==> src/rtl/lsu.sv <==
// RV32I load/store unit: forms the effective address, checks alignment/range/funct3,
// drives a single-port data memory and returns an extended load result one pulse later.
module lsu #(
  parameter int unsigned ADDR_LIMIT = 1024
) (
  input  logic        clk,
  input  logic        rst,
  input  logic        req_valid,
  output logic        req_ready,
  input  logic        req_store,
  input  logic [2:0]  req_funct3,
  input  logic [31:0] req_base,
  input  logic [31:0] req_offset,
  input  logic [31:0] req_wdata,
  output logic        resp_valid,
  output logic [31:0] resp_rdata,
  output logic        resp_fault,
  output logic        mem_we,
  output logic [2:0]  mem_wmode,
  output logic [31:0] mem_addr,
  output logic [31:0] mem_wdata,
  input  logic [31:0] mem_rdata
);

  typedef enum logic [2:0] {IDLE, WRITE, READ, CAPTURE, RESP} state_t;

  state_t      state, state_next;
  logic [31:0] ea;
  logic [31:0] wdata_q;
  logic [31:0] rdata_q;
  logic [2:0]  funct3_q;
  logic        store_q;
  logic        fault_q;

  logic [1:0]  size;
  logic [2:0]  nbytes;
  logic [32:0] last_byte;
  logic        illegal, misaligned, out_of_range, fault;

  function automatic logic [31:0] extend(input logic [2:0] f3, input logic [31:0] d);
    case (f3)
      3'b000:  return {{24{d[7]}}, d[7:0]};
      3'b001:  return {{16{d[15]}}, d[15:0]};
      3'b100:  return {24'b0, d[7:0]};
      3'b101:  return {16'b0, d[15:0]};
      default: return d;
    endcase
  endfunction

  // Fault checks look only at the registered request, so they are stable during WRITE/READ.
  always_comb begin
    size   = funct3_q[1:0];
    nbytes = 3'd4;
    case (size)
      2'b00:   nbytes = 3'd1;
      2'b01:   nbytes = 3'd2;
      default: nbytes = 3'd4;
    endcase
    illegal = store_q ? (funct3_q >= 3'b011)
                      : (funct3_q == 3'b011 || funct3_q == 3'b110 || funct3_q == 3'b111);
    misaligned   = (size == 2'b01 && ea[0]) || (size == 2'b10 && ea[1:0] != 2'b00);
    // 33-bit sum so an access straddling the 2^32 wrap still lands out of range.
    last_byte    = {1'b0, ea} + 33'(nbytes) - 33'd1;
    out_of_range = last_byte >= 33'(ADDR_LIMIT);
    fault        = illegal || misaligned || out_of_range;
  end

  // NOTE: every output of this block gets a default first so no path leaves a latch behind.
  always_comb begin
    state_next = state;
    req_ready  = 1'b0;
    mem_we     = 1'b0;
    mem_wmode  = 3'b000;
    resp_valid = 1'b0;
    case (state)
      IDLE: begin
        req_ready = 1'b1;
        if (req_valid) state_next = req_store ? WRITE : READ;
      end
      WRITE: begin
        mem_we     = !fault;
        state_next = RESP;
      end
      READ:    state_next = fault ? RESP : CAPTURE;
      CAPTURE: state_next = RESP;
      RESP: begin
        resp_valid = 1'b1;
        state_next = IDLE;
      end
      default: state_next = IDLE;
    endcase
    if (mem_we) begin
      case (size)
        2'b00:   mem_wmode = 3'b011;
        2'b01:   mem_wmode = 3'b100;
        default: mem_wmode = 3'b010;
      endcase
    end
  end

  // NOTE: all sequential state updates use non-blocking assignments so every register
  // samples values from before the edge.
  always_ff @(posedge clk) begin
    if (rst) begin
      state    <= IDLE;
      ea       <= '0;
      wdata_q  <= '0;
      rdata_q  <= '0;
      funct3_q <= '0;
      store_q  <= 1'b0;
      fault_q  <= 1'b0;
    end else begin
      state <= state_next;
      case (state)
        IDLE: begin
          if (req_valid) begin
            ea       <= req_base + req_offset;
            funct3_q <= req_funct3;
            store_q  <= req_store;
            if (req_store) wdata_q <= req_wdata;
          end
        end
        WRITE, READ: begin
          fault_q <= fault;
          rdata_q <= '0;
        end
        CAPTURE: rdata_q <= extend(funct3_q, mem_rdata);
        default: ;
      endcase
    end
  end

  assign mem_addr   = ea;
  assign mem_wdata  = wdata_q;
  assign resp_rdata = resp_valid ? rdata_q : 32'd0;
  assign resp_fault = resp_valid && fault_q;

endmodule

==> config.mk <==
export PLATFORM = sky130hd
export DESIGN_NAME = lsu
export DESIGN_NICKNAME = d
export VERILOG_FILES = /design/src/rtl/lsu.sv
export SDC_FILE = /design/constraint.sdc
export NUM_CORES = 1
export LEC_CHECK = 0
export BUFFER_PORTS_ARGS = -buffer_cell sky130_fd_sc_hd__buf_4
export CAP_MARGIN = 20
export CORE_MARGIN = 8
export CORE_UTILIZATION = 45
export DETAILED_ROUTE_END_ITERATION = 7
export PLACE_DENSITY = 0.72
export SLEW_MARGIN = 20
export SYNTH_ARGS = -nofsm -noshare
export SYNTH_HDL_FRONTEND = slang
export SYNTH_SLANG_ARGS = --single-unit
==> constraint.sdc <==
create_clock -name clk -period 10.2 [get_ports clk]
set_clock_uncertainty 0.1 [all_clocks]
set_input_delay 0 -clock clk [delete_from_list [all_inputs] [get_ports clk]]
set_output_delay 0 -clock clk [all_outputs]
set_load 0.1 [all_outputs]
==> results.toml, run 1 <==
[worst_hold_path]
worstHoldPathType = "in2reg"
number_of_stages_on_the_worst_hold_path = 4

[yosys]
yosysWarnings = 0
synth_seq_area_share_pct = 26.9
yosysUniqueCellTypes = 77
synth_edf_count = 0
area_of_the_mapped_netlist_um2 = 7740
synthesis.nets = 1253
per_instance_average_area_after_synthesis_um2 = 7.36
post_synthesis_cell_count = 1051
synth.ff_latch_count = 104
async_reset_ff_share_pct = 0
synth_flop_cell = "sky130_fd_sc_hd__dfxtp_1"

[placed_design]
placement_stage_worst_setup_slack_ns = 6.07
place_congestion = 0.910
hpwlAfterDp_um = 19400
io_buffers = 237

[grt]
grt_first_pass_wirelength_um = 41400
grt_pass1_vias = 8159
antenna_violations_before_repair = 1
grt_max_degree = 74
globalRoute.totalOverflow = 0
gr-usage-all-layers_pct = 23.1

[sta]
slew-limit-headroom_pct = 47.6
min_period_over_period_pct = 44.3
setup_tns_ns = 0
finalMaxSlewViolations = 0
worst-slew-pin-transition_ns = 0.786
rsz0062_at_grt = "no"
setup_slack_ns = 5.68
report.final.hold_viol_count = 0
finalCriticalPeriod_ns = 4.52
fmax_mhz = 221
setup_viol_count_final = 0

[floorplan]
fp.dieH_um = 147
fp.dieW_um = 147
row_count = 48
floorplan.die_area_um2 = 21600
initial_core_util_pct = 45.4
placeableCoreArea_um2 = 17100
ios = 238

[route]
avgViaCountPerCell = 5.38
antenna_left = 0
initialDrtViolationCount = 550
post_drt_wl_per_cell_um = 16.8
routed-via-count = 8402
postRouteWirelength_um = 26200
drt-pass1-iter-count = 5
route.detailed.drc = 0

[power_and_ir_drop]
worst_ir_drop_vdd_mv = 0.103
p_per_area_nw_per_um2 = 156
leakage_nw = 4.84

[clock_network]
clock_tree.htree_level_count = 3
root_buffer = "sky130_fd_sc_hd__clkbuf_16"
clock_buffers_created_by_tritoncts = 9
clk_pin_slew_ns = 0.08
max-clock-path-buffers = 2
numClockSinks = 104
tritoncts = "yes"
cts_resized = 0
cts_setup_buffers = 0
clock_latency_on_the_worst_skew_pair_ns = 0.36

[cells_and_area]
finalNetCount = 1533
nFillCells = 1512
area_delta_synth_final_pct = 38.8
mostFrequentLayoutCell = "sky130_fd_sc_hd__buf_4"
layout.area.seq_um2 = 2080
multi_input_comb_area_um2 = 5240
layout-drive-gt1-share_pct = 21.6
layout_common_cells = "243 x sky130_fd_sc_hd__buf_4, 183 x sky130_fd_sc_hd__nand2_1, 139 x sky130_fd_sc_hd__a21oi_1, 104 x sky130_fd_sc_hd__dfxtp_1, 74 x sky130_fd_sc_hd__dlygate4sd3_1"

[worst_setup_path]
cp_data_arrival_time_ns = 4.42
worst_path_required_ns = 10.10
criticalPathCategory = "reg2out"
worst_setup_path_end_kind = "output port"
worst-r2r-cell-count = 16
startpoint_type = "register"
critPathMaxFanout = 18

[outcome]
result_of_the_run = "complete, no violations"

[job]
cap_violations = 0
[worst paths after layout]
| path | from | end | slack, ns |
|---|---|---|---|
| min reg2reg | rdata_q[20] | rdata_q[20] | 0.35 |
| max | funct3_q[1] | mem_wmode[1] | 5.68 |
| min | req_base[30] | mem_addr[30] | 0.008 |
| max reg2reg | funct3_q[1] | state[2] | 6.25 |
[report_power, final]
group	leakage (nW)	internal [mW]	switching, mW
clock	0.157	0.198	0.180
combinational	3.84	0.307	0.537
sequential	0.848	0.428	0.0252
total	4.84	0.933	0.742
[Yosys cell counts (all sizes together) (6+ instances only)]
library cell	count	share of area [%]
nand2b	10	0.81
xnor2	13	1.5
a22oi	8	0.78
nor2	67	3.3
clkbuf	41	2.0
nand3	18	1.2
nor2b	7	0.57
xor2	15	1.7
and3	7	0.57
a21oi	144	9.6
mux2i	8	1.0
nor4	6	0.68
nor3	15	1.2
o21ai	59	3.8
nand2	183	8.9
a21o	22	2.1
or3	8	0.65
and2	40	3.2
nand4	11	1.2
ha	65	11
a211o	7	0.79
inv	61	3.0
buf	8	0.61
o21a	10	0.97
a211oi	14	1.5
nor3b	6	0.65
o211ai	9	0.87
dfxtp	104	27
a31oi	12	1.1
o21bai	7	0.68
[critical path: stages (launching register included)]
cell and delay [ns]:
sky130_fd_sc_hd__dfxtp_1 0.34, sky130_fd_sc_hd__inv_1 0.36, sky130_fd_sc_hd__nand2_1 0.21, sky130_fd_sc_hd__ha_1 0.31, sky130_fd_sc_hd__inv_1 0.05, sky130_fd_sc_hd__ha_1 0.17
sky130_fd_sc_hd__inv_1 0.06, sky130_fd_sc_hd__fa_1 0.35, sky130_fd_sc_hd__nor2b_1 0.13, sky130_fd_sc_hd__o31ai_1 0.12, sky130_fd_sc_hd__a21oi_1 0.25, sky130_fd_sc_hd__o21ai_1 0.15
sky130_fd_sc_hd__a21oi_1 0.17, sky130_fd_sc_hd__mux2_2 0.38, sky130_fd_sc_hd__a211oi_2 0.29, sky130_fd_sc_hd__nand4_4 0.19, sky130_fd_sc_hd__nor3b_2 0.23, sky130_fd_sc_hd__buf_4 0.31
[flip-flops by register name, summed over array words and instances (netlist names)]
signal	count
rdata_q	32
funct3_q	3
store_q	1
fault_q	1
state	3
mem_wdata	32
mem_addr	32
[cell families after synthesis]
logic type,Yosys count,share of synthesized area (%)
fa+ha+maj,67,11.0
buf+inv,110,5.56
xor+xnor,28,3.17
mux,9,1.18
simple gates,406,25.9
compound gates,327,26.2
flops,104,26.9
[final cells by class]
cell class | count | area share [%]
Tap cell | 225 | 2.62
Sequential cell | 104 | 19.4
Antenna cell | 1 | 0.0233
Timing Repair Buffer | 318 | 24.0
Multi-Input combinational cell | 837 | 48.8
Clock inverter | 7 | 0.909
Inverter | 61 | 2.13
Clock buffer | 9 | 2.10
[repair_timing]
| item | 4_1_cts | 5_1_grt |
|---|---|---|
| endpoints found under the hold margin | 89 | 0 |
| hold buffers | 74 | 0 |
| setup endpoints to repair | 0 | 0 |
[stage by stage]
step | utilization (%) | cell area [um2] | hold WS [ns] | cells | total power [mW]
after floorplan | - | 7740 | 0.0360 | 1051 | 1.07
after global placement | 56.6 | 9650 | 0.139 | 1470 | 1.27
after detailed placement | 56.6 | 9650 | 0.145 | 1470 | 1.27
after CTS | 62.8 | 10700 | 0.00827 | 1560 | 1.67
after global routing | 62.9 | 10700 | 0.0307 | 1562 | 1.77
final | 62.9 | 10700 | 0.00805 | 1562 | 1.68
[routing by layer]
| metal | part of all wire [%] | global-route usage (%) | routed length (um) | vias to the layer above |
|---|---|---|---|---|
| met5 | 0 | 0 | 0 | - |
| met4 | 3.2 | 8.87 | 839 | 0 |
| met1 | 45 | 29.7 | 11800 | 3800 |
| li1 | - | - | - | 4270 |
| met3 | 5.9 | 4.89 | 1550 | 58 |
| met2 | 46 | 36.9 | 12000 | 274 |
Power figures use the tool's default switching activity.
==> inputs of run 2 (changes only) <==
--- a/config.mk
+++ b/config.mk
@@ -5,12 +5,13 @@
 export SDC_FILE = /design/constraint.sdc
 export NUM_CORES = 1
 export LEC_CHECK = 0
+export ABC_AREA = 1
 export BUFFER_PORTS_ARGS = -buffer_cell sky130_fd_sc_hd__buf_4
 export CAP_MARGIN = 20
 export CORE_MARGIN = 8
 export CORE_UTILIZATION = 45
 export DETAILED_ROUTE_END_ITERATION = 7
-export PLACE_DENSITY = 0.72
+export PLACE_DENSITY = 0.7
 export SLEW_MARGIN = 20
 export SYNTH_ARGS = -nofsm -noshare
 export SYNTH_HDL_FRONTEND = slang
==> constraint.sdc (replaced) <==
create_clock -name clk -period 4.4 [get_ports clk]
set_clock_uncertainty 0.1 [all_clocks]
set_input_delay 0 -clock clk [delete_from_list [all_inputs] [get_ports clk]]
set_output_delay 0 -clock clk [all_outputs]
set_load 0.1 [all_outputs]
==> run 2 against run 1 <==
  * Clock power increased by 130%
  * Largest power group unchanged
  * Critical path depth rose by 8
  * Register-to-register slack lost 5.8 ns
  * Via count grew 19%
  * Cell count is 25% higher
  * Design area is 10% higher
  * Global-route usage up 2.2 points
  * Power grew to 2.7 times the previous value
  * Utilization up 0.44 points
  * First-iteration DRC count is 14% higher
==> results.toml, run 2 <==
[outcome]
result_of_the_run = "complete, no violations"

[sta]
finalCriticalPeriod_ns = 3.98
report.final.hold_viol_count = 0
setup_slack_ns = 0.423
rsz0062_at_grt = "no"
finalMaxSlewViolations = 0
min_period_over_period_pct = 90.4
slew-limit-headroom_pct = 34.6
setup_tns_ns = 0
setup_viol_count_final = 0
fmax_mhz = 251
worst-slew-pin-transition_ns = 0.981
hold-worst-slack_ns = 0.0129

[clock_network]
tritoncts = "yes"
clock_buffers_created_by_tritoncts = 9
clock_tree.htree_level_count = 3
clock_latency_on_the_worst_skew_pair_ns = 0.36
numClockSinks = 104
clk_pin_slew_ns = 0.09
root_buffer = "sky130_fd_sc_hd__clkbuf_16"
max-clock-path-buffers = 2

[cells_and_area]
nFillCells = 1745
area_delta_synth_final_pct = 38.9
mostFrequentLayoutCell = "sky130_fd_sc_hd__nand2_1"
layout-drive-gt1-share_pct = 18.4
layout.core_utilization_pct = 63.4
layout_common_cells = "361 x sky130_fd_sc_hd__nand2_1, 239 x sky130_fd_sc_hd__inv_1, 238 x sky130_fd_sc_hd__buf_4, 165 x sky130_fd_sc_hd__a21oi_1, 113 x sky130_fd_sc_hd__nor2_1"
finalNetCount = 1918

[yosys]
synth_edf_count = 0
synth_flop_cell = "sky130_fd_sc_hd__dfxtp_1"
async_reset_ff_share_pct = 0
synth.ff_latch_count = 104
yosysWarnings = 0
synth_top_cells_by_area = "sky130_fd_sc_hd__dfxtp_1 24%, sky130_fd_sc_hd__nand2_1 16%, sky130_fd_sc_hd__inv_1 11%, sky130_fd_sc_hd__a21oi_1 9.7%, sky130_fd_sc_hd__ha_1 9.6%"
per_instance_average_area_after_synthesis_um2 = 6.04
synth_seq_area_share_pct = 24.5
synthDominantCellAreaShare_pct = 24.5
synth.most_common_cell = "sky130_fd_sc_hd__nand2_1"
synthesis.nets = 1611
yosysUniqueCellTypes = 42
post_synthesis_cell_count = 1409
synth_top_area_cell = "sky130_fd_sc_hd__dfxtp_1"
area_of_the_mapped_netlist_um2 = 8510
synth_common_cells = "363 x sky130_fd_sc_hd__nand2_1, 240 x sky130_fd_sc_hd__inv_1, 165 x sky130_fd_sc_hd__a21oi_1, 120 x sky130_fd_sc_hd__nor2_1, 104 x sky130_fd_sc_hd__dfxtp_1"

[grt]
grt_pass1_vias = 9782
antenna_violations_before_repair = 1
gr-usage-all-layers_pct = 25.3
grt_max_degree = 91
globalRoute.totalOverflow = 0
grt_first_pass_wirelength_um = 49000

[worst_setup_path]
startpoint_type = "register"
criticalPathCategory = "reg2out"
cpMaxStageDelayCell = "sky130_fd_sc_hd__fa_1"
worst_path_required_ns = 4.30
critPathMaxFanout = 4
path_common_cell = "sky130_fd_sc_hd__inv_1"
worst_setup_path_end_kind = "output port"
max_stage_delay_ns = 0.40
cp_data_arrival_time_ns = 3.88

[placed_design]
place_congestion = 0.918
io_buffers = 237
hpwlAfterDp_um = 23500
placement_stage_worst_setup_slack_ns = 0.765

[route]
postRouteWirelength_um = 30600
initialDrtViolationCount = 625
avgViaCountPerCell = 5.12
routed-via-count = 10000
post_drt_wl_per_cell_um = 15.6
drt-pass1-iter-count = 5
antenna_left = 0
route.detailed.drc = 0

[power_and_ir_drop]
worst_ir_drop_vdd_mv = 0.246
leakage_nw = 5.86
p_per_area_nw_per_um2 = 389
power_after_layout_mw = 4.60

[floorplan]
initial_core_util_pct = 45.6
fp.dieH_um = 153
ios = 238
row_count = 50
placeableCoreArea_um2 = 18600
fp.dieW_um = 153
floorplan.die_area_um2 = 23600

[worst_hold_path]
worstHoldPathType = "in2reg"

[job]
cap_violations = 0
## run 2: kinds of logic (layout without fill, tap and decap cells)
family,after synthesis,count (layout),share of synthesized area [%]
other,0,1,0
adders and majority gates,67,67,10.0
xor gates and xnor gates,26,26,2.68
and+or+nand+nor,662,662,33.5
AOI/OAI and AO/OA,267,267,16.8
DFF,104,104,24.5
buffers and inverters,283,595,12.5
## run 2: repair_timing
item,in CTS,in global routing
endpoints found under the setup margin,0,3
setup buffers,0,0
gates resized for setup,0,21
endpoints found under the hold margin,69,0
hold buffers,92,0
## run 2: power by group
group | switching [mW] | leakage (nW) | total, mW | internal (mW)
Clock | 0.450 | 0.156 | 0.870 | 0.420
Sequential | 0.0626 | 0.850 | 1.07 | 1.01
Combinational | 1.83 | 4.85 | 2.65 | 0.821
Total | 2.34 | 5.86 | 4.60 | 2.25
## run 2: path summary, 6_finish.rpt
check | start | endpoint | slack, ns | cells after the start
worst max-delay path | funct3_q[0] | mem_wmode[1] | 0.42 | 25
worst min-delay path | req_store | mem_wdata[9] | 0.01 | 3
worst max register to register | funct3_q[0] | state[0] | 0.49 | 24
worst min register to register | rdata_q[11] | rdata_q[11] | 0.37 | 2
## run 2: final cells by class
class	count	area, um2	area share (%)
Antenna cell	1	2.50	0.0212
Sequential cell	104	2080	17.6
Multi-Input combinational cell	1022	5420	45.8
Inverter	245	920	7.78
Clock inverter	7	96.3	0.815
Timing Repair Buffer	334	2780	23.5
Clock buffer	9	225	1.91
Tap cell	234	293	2.48
## run 2: worst max-delay path, delay by kind of cell, from the launching register on
| kind | cells | cell delay [ns] |
|---|---|---|
| flip-flops | 1 | 0.36 |
| AND/OR/NAND/NOR | 16 | 1.70 |
| buffers and inverters | 6 | 0.58 |
| adder cells (fa/ha/maj) | 3 | 0.87 |
## run 2: metrics by stage
| step | instance area (um2) | std cells |
|---|---|---|
| floorplan | 8510 | 1409 |
| global placement | 10500 | 1847 |
| detailed placement | 10500 | 1847 |
| CTS | 11700 | 1955 |
| global route | 11800 | 1956 |
| finish | 11800 | 1956 |
## run 2: layer usage
layer / vias up / GRT usage [%] / routed length (um)
li1: 5127 / - / -
met1: 4513 / 31.0 / 13200
met2: 309 / 42.7 / 14600
met3: 74 / 4.48 / 1690
met4: 0 / 11.0 / 1100
met5: - / 0 / 0
